**config.mk**
```make
export PLATFORM = sky130hd
export DESIGN_NAME = ks_voice_ctrl
export DESIGN_NICKNAME = d
export VERILOG_FILES = /design/src/rtl/ks_pkg.sv /design/src/rtl/ks_noise_lfsr.sv /design/src/rtl/ks_voice_ctrl.sv
export SDC_FILE = /design/constraint.sdc
export NUM_CORES = 1
export LEC_CHECK = 0
export ABC_AREA = 1
export CAP_MARGIN = 10
export CORE_ASPECT_RATIO = 2
export CORE_UTILIZATION = 51
export DETAILED_ROUTE_END_ITERATION = 10
export HOLD_SLACK_MARGIN = 0.12
export PLACE_DENSITY = 0.86
export SLEW_MARGIN = 15
export SYNTH_ARGS = -nofsm -noshare
export SYNTH_HDL_FRONTEND = slang
export SYNTH_SLANG_ARGS = --single-unit
export TNS_END_PERCENT = 1
```
**constraint.sdc**
```tcl
create_clock -name clk -period 2 [get_ports clk]
set_input_delay 0.3 -clock clk [delete_from_list [all_inputs] [get_ports clk]]
set_output_delay 0.3 -clock clk [all_outputs]
set_load 0.02 [all_outputs]
```
**src/rtl/ks_pkg.sv**
```systemverilog
// ks_pkg -- shared constants, state type and LFSR step function for the
// Karplus-Strong voice controller.
//
// Contents:
//   SAMPLE_W, ADDR_W  : sample and delay-line address widths
//   LEN_DEFAULT       : default delay-line length in samples
//   LFSR_MASK/SEED    : Galois LFSR feedback mask and power-on seed
//   ks_state_t        : controller FSM states
//   lfsr_step()       : one right-shifting Galois LFSR step
package ks_pkg;

   localparam int SAMPLE_W    = 16;
   localparam int ADDR_W      = 8;
   localparam int LEN_DEFAULT = 218;

   localparam logic [15:0] LFSR_MASK = 16'hB400;
   localparam logic [15:0] LFSR_SEED = 16'hACE1;

   typedef enum logic [2:0] {
      IDLE,
      FILL,
      WAIT,
      CALC,
      WRITE
   } ks_state_t;

   // The controller needs the post-step value one cycle early to register
   // the fill write data, so the step lives here and is shared with the LFSR.
   function automatic logic [15:0] lfsr_step(input logic [15:0] v);
      return (v >> 1) ^ (v[0] ? LFSR_MASK : 16'h0000);
   endfunction

endpackage

```
**src/rtl/ks_noise_lfsr.sv**
```systemverilog
// ks_noise_lfsr -- 16-bit Galois LFSR noise source used to fill the delay line.
//
// Ports:
//   clk     in   clock
//   reset   in   asynchronous active-low reset, reloads the seed
//   advance in   step the LFSR at the next clock edge
//   value   out  current LFSR state
module ks_noise_lfsr
   import ks_pkg::*;
(
   input  logic        clk,
   input  logic        reset,
   input  logic        advance,
   output logic [15:0] value
);

   logic [15:0] value_q;
   logic [15:0] value_d;

   always_comb begin
      value_d = value_q;
      if (advance) begin
         value_d = lfsr_step(value_q);
      end
   end

   always_ff @(posedge clk or negedge reset) begin
      if (!reset) begin
         value_q <= LFSR_SEED;
      end else begin
         value_q <= value_d;
      end
   end

   assign value = value_q;

endmodule

```
**src/rtl/ks_voice_ctrl.sv**
```systemverilog
// ks_voice_ctrl -- Karplus-Strong plucked-string voice controller. Fills an
// external delay line with noise on pluck, then on every sample_tick averages
// two adjacent entries, optionally decays the result, writes it back and
// presents it as the next audio sample.
//
// Ports:
//   clk           in   clock
//   reset         in   asynchronous active-low reset
//   pluck         in   start a new note (noise fill)
//   sample_tick   in   request the next output sample
//   rf_sample1    in   delay-line entry at rf_addr-1 (wraps to LEN-1)
//   rf_sample2    in   delay-line entry at rf_addr
//   rf_addr       out  delay-line read/write address
//   rf_write      out  delay-line write enable
//   rf_wdata      out  delay-line write data
//   sample_out    out  last produced sample, held between updates
//   sample_valid  out  one-cycle pulse when sample_out updates
//   busy          out  high while filling
//   overrun       out  sticky: a sample_tick was dropped
module ks_voice_ctrl
   import ks_pkg::*;
#(
   parameter int LEN      = LEN_DEFAULT,
   parameter int DECAY_SH = 0,
   parameter int AMP_SH   = 2
)
(
   input  logic        clk,
   input  logic        reset,
   input  logic        pluck,
   input  logic        sample_tick,
   input  logic [15:0] rf_sample1,
   input  logic [15:0] rf_sample2,
   output logic [7:0]  rf_addr,
   output logic        rf_write,
   output logic [15:0] rf_wdata,
   output logic [15:0] sample_out,
   output logic        sample_valid,
   output logic        busy,
   output logic        overrun
);

   localparam logic [ADDR_W-1:0] LAST = ADDR_W'(LEN - 1);

   ks_state_t state_q, state_d;
   logic [ADDR_W-1:0] ptr_q, ptr_d;
   logic [ADDR_W-1:0] rf_addr_q, rf_addr_d;
   logic rf_write_q, rf_write_d;
   logic [15:0] rf_wdata_q, rf_wdata_d;
   logic [15:0] sample_out_q, sample_out_d;
   logic sample_valid_q, sample_valid_d;
   logic overrun_q, overrun_d;

   logic lfsr_advance;
   logic [15:0] lfsr_value;
   logic [15:0] lfsr_next;
   logic signed [15:0] noise;
   logic [16:0] sum17;
   logic signed [15:0] avg;
   logic signed [15:0] y;

   ks_noise_lfsr u_lfsr (
      .clk     (clk),
      .reset   (reset),
      .advance (lfsr_advance),
      .value   (lfsr_value)
   );

   // Datapath. The write outputs are registered, so the fill data is taken
   // from the LFSR value that will be current during the next cycle.
   // avg is the 17-bit sum shifted right by one, i.e. bits [16:1].
   always_comb begin
      lfsr_advance = (state_q == FILL);
      lfsr_next    = lfsr_advance ? lfsr_step(lfsr_value) : lfsr_value;
      noise        = $signed(lfsr_next) >>> AMP_SH;
      sum17        = {rf_sample1[15], rf_sample1} + {rf_sample2[15], rf_sample2};
      avg          = $signed(sum17[16:1]);
      if (DECAY_SH > 0) begin
         y = avg - (avg >>> DECAY_SH);
      end else begin
         y = avg;
      end
   end

   // Next-state logic. pluck overrides everything, including a coincident
   // tick, which is then dropped without flagging overrun.
   always_comb begin
      state_d        = state_q;
      ptr_d          = ptr_q;
      overrun_d      = overrun_q;
      sample_out_d   = sample_out_q;
      sample_valid_d = 1'b0;
      if (pluck) begin
         state_d   = FILL;
         ptr_d     = '0;
         overrun_d = 1'b0;
      end else begin
         case (state_q)
            IDLE: begin
               state_d = IDLE;
            end
            FILL: begin
               if (sample_tick) begin
                  overrun_d = 1'b1;
               end
               if (ptr_q == LAST) begin
                  ptr_d   = '0;
                  state_d = WAIT;
               end else begin
                  ptr_d = ptr_q + 1'b1;
               end
            end
            WAIT: begin
               if (sample_tick) begin
                  state_d = CALC;
               end
            end
            CALC: begin
               if (sample_tick) begin
                  overrun_d = 1'b1;
               end
               state_d = WRITE;
            end
            WRITE: begin
               if (sample_tick) begin
                  overrun_d = 1'b1;
               end
               sample_out_d   = rf_wdata_q;
               sample_valid_d = 1'b1;
               ptr_d          = (ptr_q == LAST) ? '0 : ptr_q + 1'b1;
               state_d        = WAIT;
            end
            default: begin
               state_d = IDLE;
            end
         endcase
      end
   end

   // Registered delay-line outputs, decoded from the next state.
   always_comb begin
      rf_addr_d  = ptr_d;
      rf_write_d = 1'b0;
      rf_wdata_d = '0;
      case (state_d)
         FILL: begin
            rf_write_d = 1'b1;
            rf_wdata_d = noise;
         end
         WRITE: begin
            rf_write_d = 1'b1;
            rf_wdata_d = y;
         end
         default: begin
            rf_write_d = 1'b0;
         end
      endcase
   end

   always_ff @(posedge clk or negedge reset) begin
      if (!reset) begin
         state_q        <= IDLE;
         ptr_q          <= '0;
         rf_addr_q      <= '0;
         rf_write_q     <= 1'b0;
         rf_wdata_q     <= '0;
         sample_out_q   <= '0;
         sample_valid_q <= 1'b0;
         overrun_q      <= 1'b0;
      end else begin
         state_q        <= state_d;
         ptr_q          <= ptr_d;
         rf_addr_q      <= rf_addr_d;
         rf_write_q     <= rf_write_d;
         rf_wdata_q     <= rf_wdata_d;
         sample_out_q   <= sample_out_d;
         sample_valid_q <= sample_valid_d;
         overrun_q      <= overrun_d;
      end
   end

   // A pluck arriving during WRITE abandons that write in the same cycle.
   assign rf_write     = rf_write_q & ~(pluck & (state_q == WRITE));
   assign rf_addr      = rf_addr_q;
   assign rf_wdata     = rf_wdata_q;
   assign sample_out   = sample_out_q;
   assign sample_valid = sample_valid_q;
   assign busy         = (state_q == FILL);
   assign overrun      = overrun_q;

endmodule

```
; Word-level counts from Yosys, hierarchy flattened
; Cells that the tools add are included.
; W data, S select, Z words.
[word_totals]
reg_bits = 62
input_bits = 36
elab_cells = 47
[classes]
addsub = 2
eq_ne = 7
mux = 16
n_bitwise = 5
n_reduce_logical = 8
[ops]
columns = op, n
row1 = $mux W16, 2
row2 = $pmux W16 S2, 1
row3 = $mux W8, 3
row4 = $add A16 B16 Y17, 1
row5 = $xor A15 B16 Y16, 1
row6 = $pmux W3 S4, 1
row7 = $mux W3, 3
row8 = $add A8 B1 Y8 const B, 1
row9 = $eq A8 B8 Y1 const B, 1
row10 = $eq A3 B1 Y1 const B, 2
row11 = $eq A3 B2 Y1 const B, 2
row12 = $eq A3 B3 Y1 const B, 2
row13 = $mux W1, 6
row14 = $reduce_bool A2 Y1, 3
row15 = $reduce_and A2 Y1, 2
row16 = $reduce_or A2 Y1, 2
row17 = $reduce_or A3 Y1, 1
row18 = $and A1 B1 Y1, 2
row19 = $not A1 Y1, 2

; Logic depth before layout (Yosys ltp)
[logic_depth]
ltp_word = 7
ltp_mapped = 12
mapped_depth_nobuf = 12

; Hierarchy
; A second synthesis with hierarchy kept.
[hier_totals]
hier_cells = 500
hier_area_um2 = 3803.6
[by_module_without_submodules]
columns = module, instances, cells_each, area_per_inst_um2, seq_area_each_um2
row1 = ks_voice_ctrl, 1, 426, 3131.8, 1151.1
row2 = ks_noise_lfsr, 1, 74, 671.9, 410.4

; Worst setup path after synthesis
; No wires, ideal clock.
[synth_timing]
path_type = register to register
startpoint = reg rf_addr[0] (netlist name)
endpoint = reg rf_wdata_q[5] (netlist: rf_wdata[5])
setup_ns = 0.118
t_arrival_ns = 1.428
required_time_ns = 1.882
setup_slack_ns = 0.454
path_stages_with_launch = 10
path_buffers = 1
path_cell_list = dfrtp_1 ha_1 nand2_1 nor3_2 nand2_2 nand2_2 nand3_4 buf_6 nand3_1 nand2_1
[synth_lines]
columns = element, line
row1 = end signal: assignment, ks_voice_ctrl.sv:175  ; rf_wdata_q <= rf_wdata_d;
row2 = end: declaration, ks_voice_ctrl.sv:49  ; logic [15:0] rf_wdata_q, rf_wdata_d;

; Final worst setup path
[layout_timing]
startpoint = reg state_q[0]
endpoint = out rf_write
[layout_between]
elab_chain_cells = 4
[layout_lines]
columns = element, line
row1 = start: declaration, ks_voice_ctrl.sv:45  ; ks_state_t state_q, state_d;
row2 = start signal: assignment, ks_voice_ctrl.sv:171  ; state_q <= state_d;
row3 = $eq A3 B3 Y1, ks_voice_ctrl.sv:183  ; assign rf_write = rf_write_q & ~(pluck & (state_q == WRITE));
row4 = $and A1 B1 Y1, ks_voice_ctrl.sv:183
row5 = $not A1 Y1, ks_voice_ctrl.sv:183
row6 = $and A1 B1 Y1, ks_voice_ctrl.sv:183
row7 = end: declaration, ks_voice_ctrl.sv:35  ; output logic rf_write,
; No other way between the ends.

==> run metrics <==
Num CTS Buffers 9; dpl cells 632; Ant. Diodes 0; post-route setup slack between 80 and 90 ps; Die H 121.0 µm; clk slew on worst S/H paths approximately 50 ps; Power Total 3.273 mW; Max Freq 0.5234 GHz; dpl hpwl 6.847 mm; register bit total from synthesis 62; CP max FO 4; outcome complete, no violations; Worst setup EP type output pin; Synth Warn # 0; final-report hold violation count 0; Worst-Margin Slew 603.8 ps; Post-synth EDFFs 0; overall global routing resource usage 27.81%; min-delay worst type reg2reg; clk buf depth 2; first-pass GRT wire length 15.14 mm; CTS tree done; CTS root buffer clkbuf_16; Routed wire per std cell 14.05 µm; Layout area overhead 35.82%; H-tree depth 3; site row count 43; Peak VDD IR 0.4586 mV; Post-Synthesis Cells 451; Routed Antenna Nets 0; tightest hold margin 501.6 ps; antenna violations before repair 0; full die area 7444 µm²; initial core utilization 52.45%; fraction of layout cells with a size suffix above 1 14.49%; crit start category register; fin crit period between 1500 and 2000 ps; vias in the first global route between 3000 and 4000; Post-Place Setup Slack -136.4 ps; top_reg_cell synth dfrtp_1; P per Cell Area 667.1 nW/µm²; syn_nets about 510; Critical Path AT roughly 1600 ps; vias per std cell 5.191; I/O pin cnt 80; IO Port Bufs 79; via count around 3400; Finish-stage setup viols 0; Synth area leader dfrtp_1; post-layout util between 70 and 80%; total wire length 9.121 mm; Netlist cell types 38; largest net degree at the start of global routing 30; crit share post-route 95.54%; Post-Layout Inst Area 4906 µm²; DR pass1 iterations 4; non-filler cells, final around 650; Cell Area, Synth around 3600 µm²; share of the synthesized area in the top cell type 37.41%; Final Slew Violations 0; core area 6887 µm²; Pleak 2.535 nW; Reg2Reg Setup Slack between 150 and 200 ps; placed cell area 4592 µm²; worst skew pair latency 330 ps; grt ovf 0; Max Cap Violations 0; async set or reset register ratio after synthesis 100.0%; worst path required time 1700 ps; post-CTS setup buffer count 0; Area contributors post-synth dfrtp_1, nand2_1, inv_1; GPL Wtd Cong ~0.85; register area share after synthesis 43.23%; chip width slightly above 60 µm; clk sinks 62; Setup CP Type reg2out; initial DRC count 213; Final nets between 600 and 700; Worst Skew 8.098 ps; # DRC 0; Slew HR approximately 60%; TNS Setup 0 ps; Syn Area/Cell 8.009 µm²
==> what timing repair did <==
| action | in CTS | in global routing |
|---|---|---|
| hold endpoints to repair | 19 | 0 |
| endpoints found under the setup margin | 2 | 3 |
| resized for setup | 2 | 3 |
| hold buffers | 1 | 0 |
| pin swaps | 0 | 0 |
==> state kept, by name, indices dropped and copies added (netlist names) <==
signal,flops
rf_addr,8
state_q,3
sample_valid,1
u_lfsr.value,16
overrun,1
rf_write_q,1
sample_out,16
rf_wdata,16
==> worst paths after layout <==
| path | startpoint | end | cells after the start |
|---|---|---|---|
| max | state_q[0] | rf_write | 5 |
| min | sample_out[10] | sample_out[10] | 1 |
| max reg2reg | rf_addr[1] | rf_wdata[14] | 9 |
| min reg2reg | sample_out[10] | sample_out[10] | 1 |
| max in group asynchronous | reset | sample_out[11] | 3 |
| min in group asynchronous | reset | rf_wdata[3] | 2 |
==> cell type report <==
| cell class | count | area [µm²] |
|---|---|---|
| Tap cell | 90 | 112.6 |
| Multi-Input combinational cell | 314 | 1722 |
| Fill cell | 577 | 1981 |
| Sequential cell | 62 | 1562 |
| Timing Repair Buffer | 100 | 943.4 |
| Clock buffer | 12 | 256.5 |
| Inverter | 67 | 265.3 |
| Clock inverter | 4 | 45.04 |
==> logic make-up (layout without fill, tap and decap cells) <==
| kind of cell | Yosys count | in the layout | share of synthesized area (%) |
|---|---|---|---|
| AND/OR/NAND/NOR | 242 | 242 | 30.07 |
| flip-flops | 62 | 62 | 43.23 |
| multiplexers | 16 | 16 | 4.988 |
| adder cells (fa/ha/maj) | 18 | 18 | 6.443 |
| XOR/XNOR | 4 | 4 | 0.9700 |
| AO/OA/AOI/OAI | 34 | 34 | 5.057 |
| buffers and inverters | 75 | 183 | 9.248 |
==> cells in the final DEF (no fill, tap or decap), drive strengths merged <==
master         count
nand4              3
nand2            158
dlygate4sd3        1
a22oi              2
nor2              14
nor3               9
a21oi             14
fa                 1
o21ai             14
ha                17
clkbuf            12
xor2               1
mux2              16
bufinv             2
a21boi             1
o211ai             1
o22ai              2
dlygate4sd2        2
buf               21
dfstp              8
xnor2              3
dfrtp             54
clkinv             3
clkdlybuf4s50     76
nand3b             3
and2               1
or2                7
nand3             47
inv               66
==> metal layers <==
metal  vias up  GRT usage [%]  routed length, µm
met5         -              0                  0
met4         0          16.39                413
met3        31          3.838                253
met2        96          52.22               5460
met1      1605          26.20               2993
li1       1637              -                  -
==> report_power, final <==
| part | internal [mW] | switching [mW] | total (mW) |
|---|---|---|---|
| logic | 0.210 | 0.246 | 0.456 |
| registers | 1.26 | 0.00888 | 1.27 |
| clock network | 1.02 | 0.521 | 1.54 |
==> critical path, stage by stage, from the launching register on <==
cell and delay, ps:
dfrtp_1 430, nor2_1 190, nand2_2 130, o21ai_1 150, inv_1 60, dlygate4sd2_1 320
==> cells in the mapped netlist (2+ instances only) <==
master and count:
a21oi_1 14, a22oi_1 2, buf_4 2, buf_6 4, dfrtp_1 54, dfstp_2 8
ha_1 17, inv_1 64, inv_2 2, mux2_2 15, nand2_1 154, nand2_2 3
nand3_1 45, nand3b_1 3, nand4_1 3, nor2_1 12, nor2_4 2, nor3_1 6
nor3_2 2, o21ai_0 13, o22ai_1 2, or2_2 6, xnor2_1 3
(Power assumes the default switching activity.)
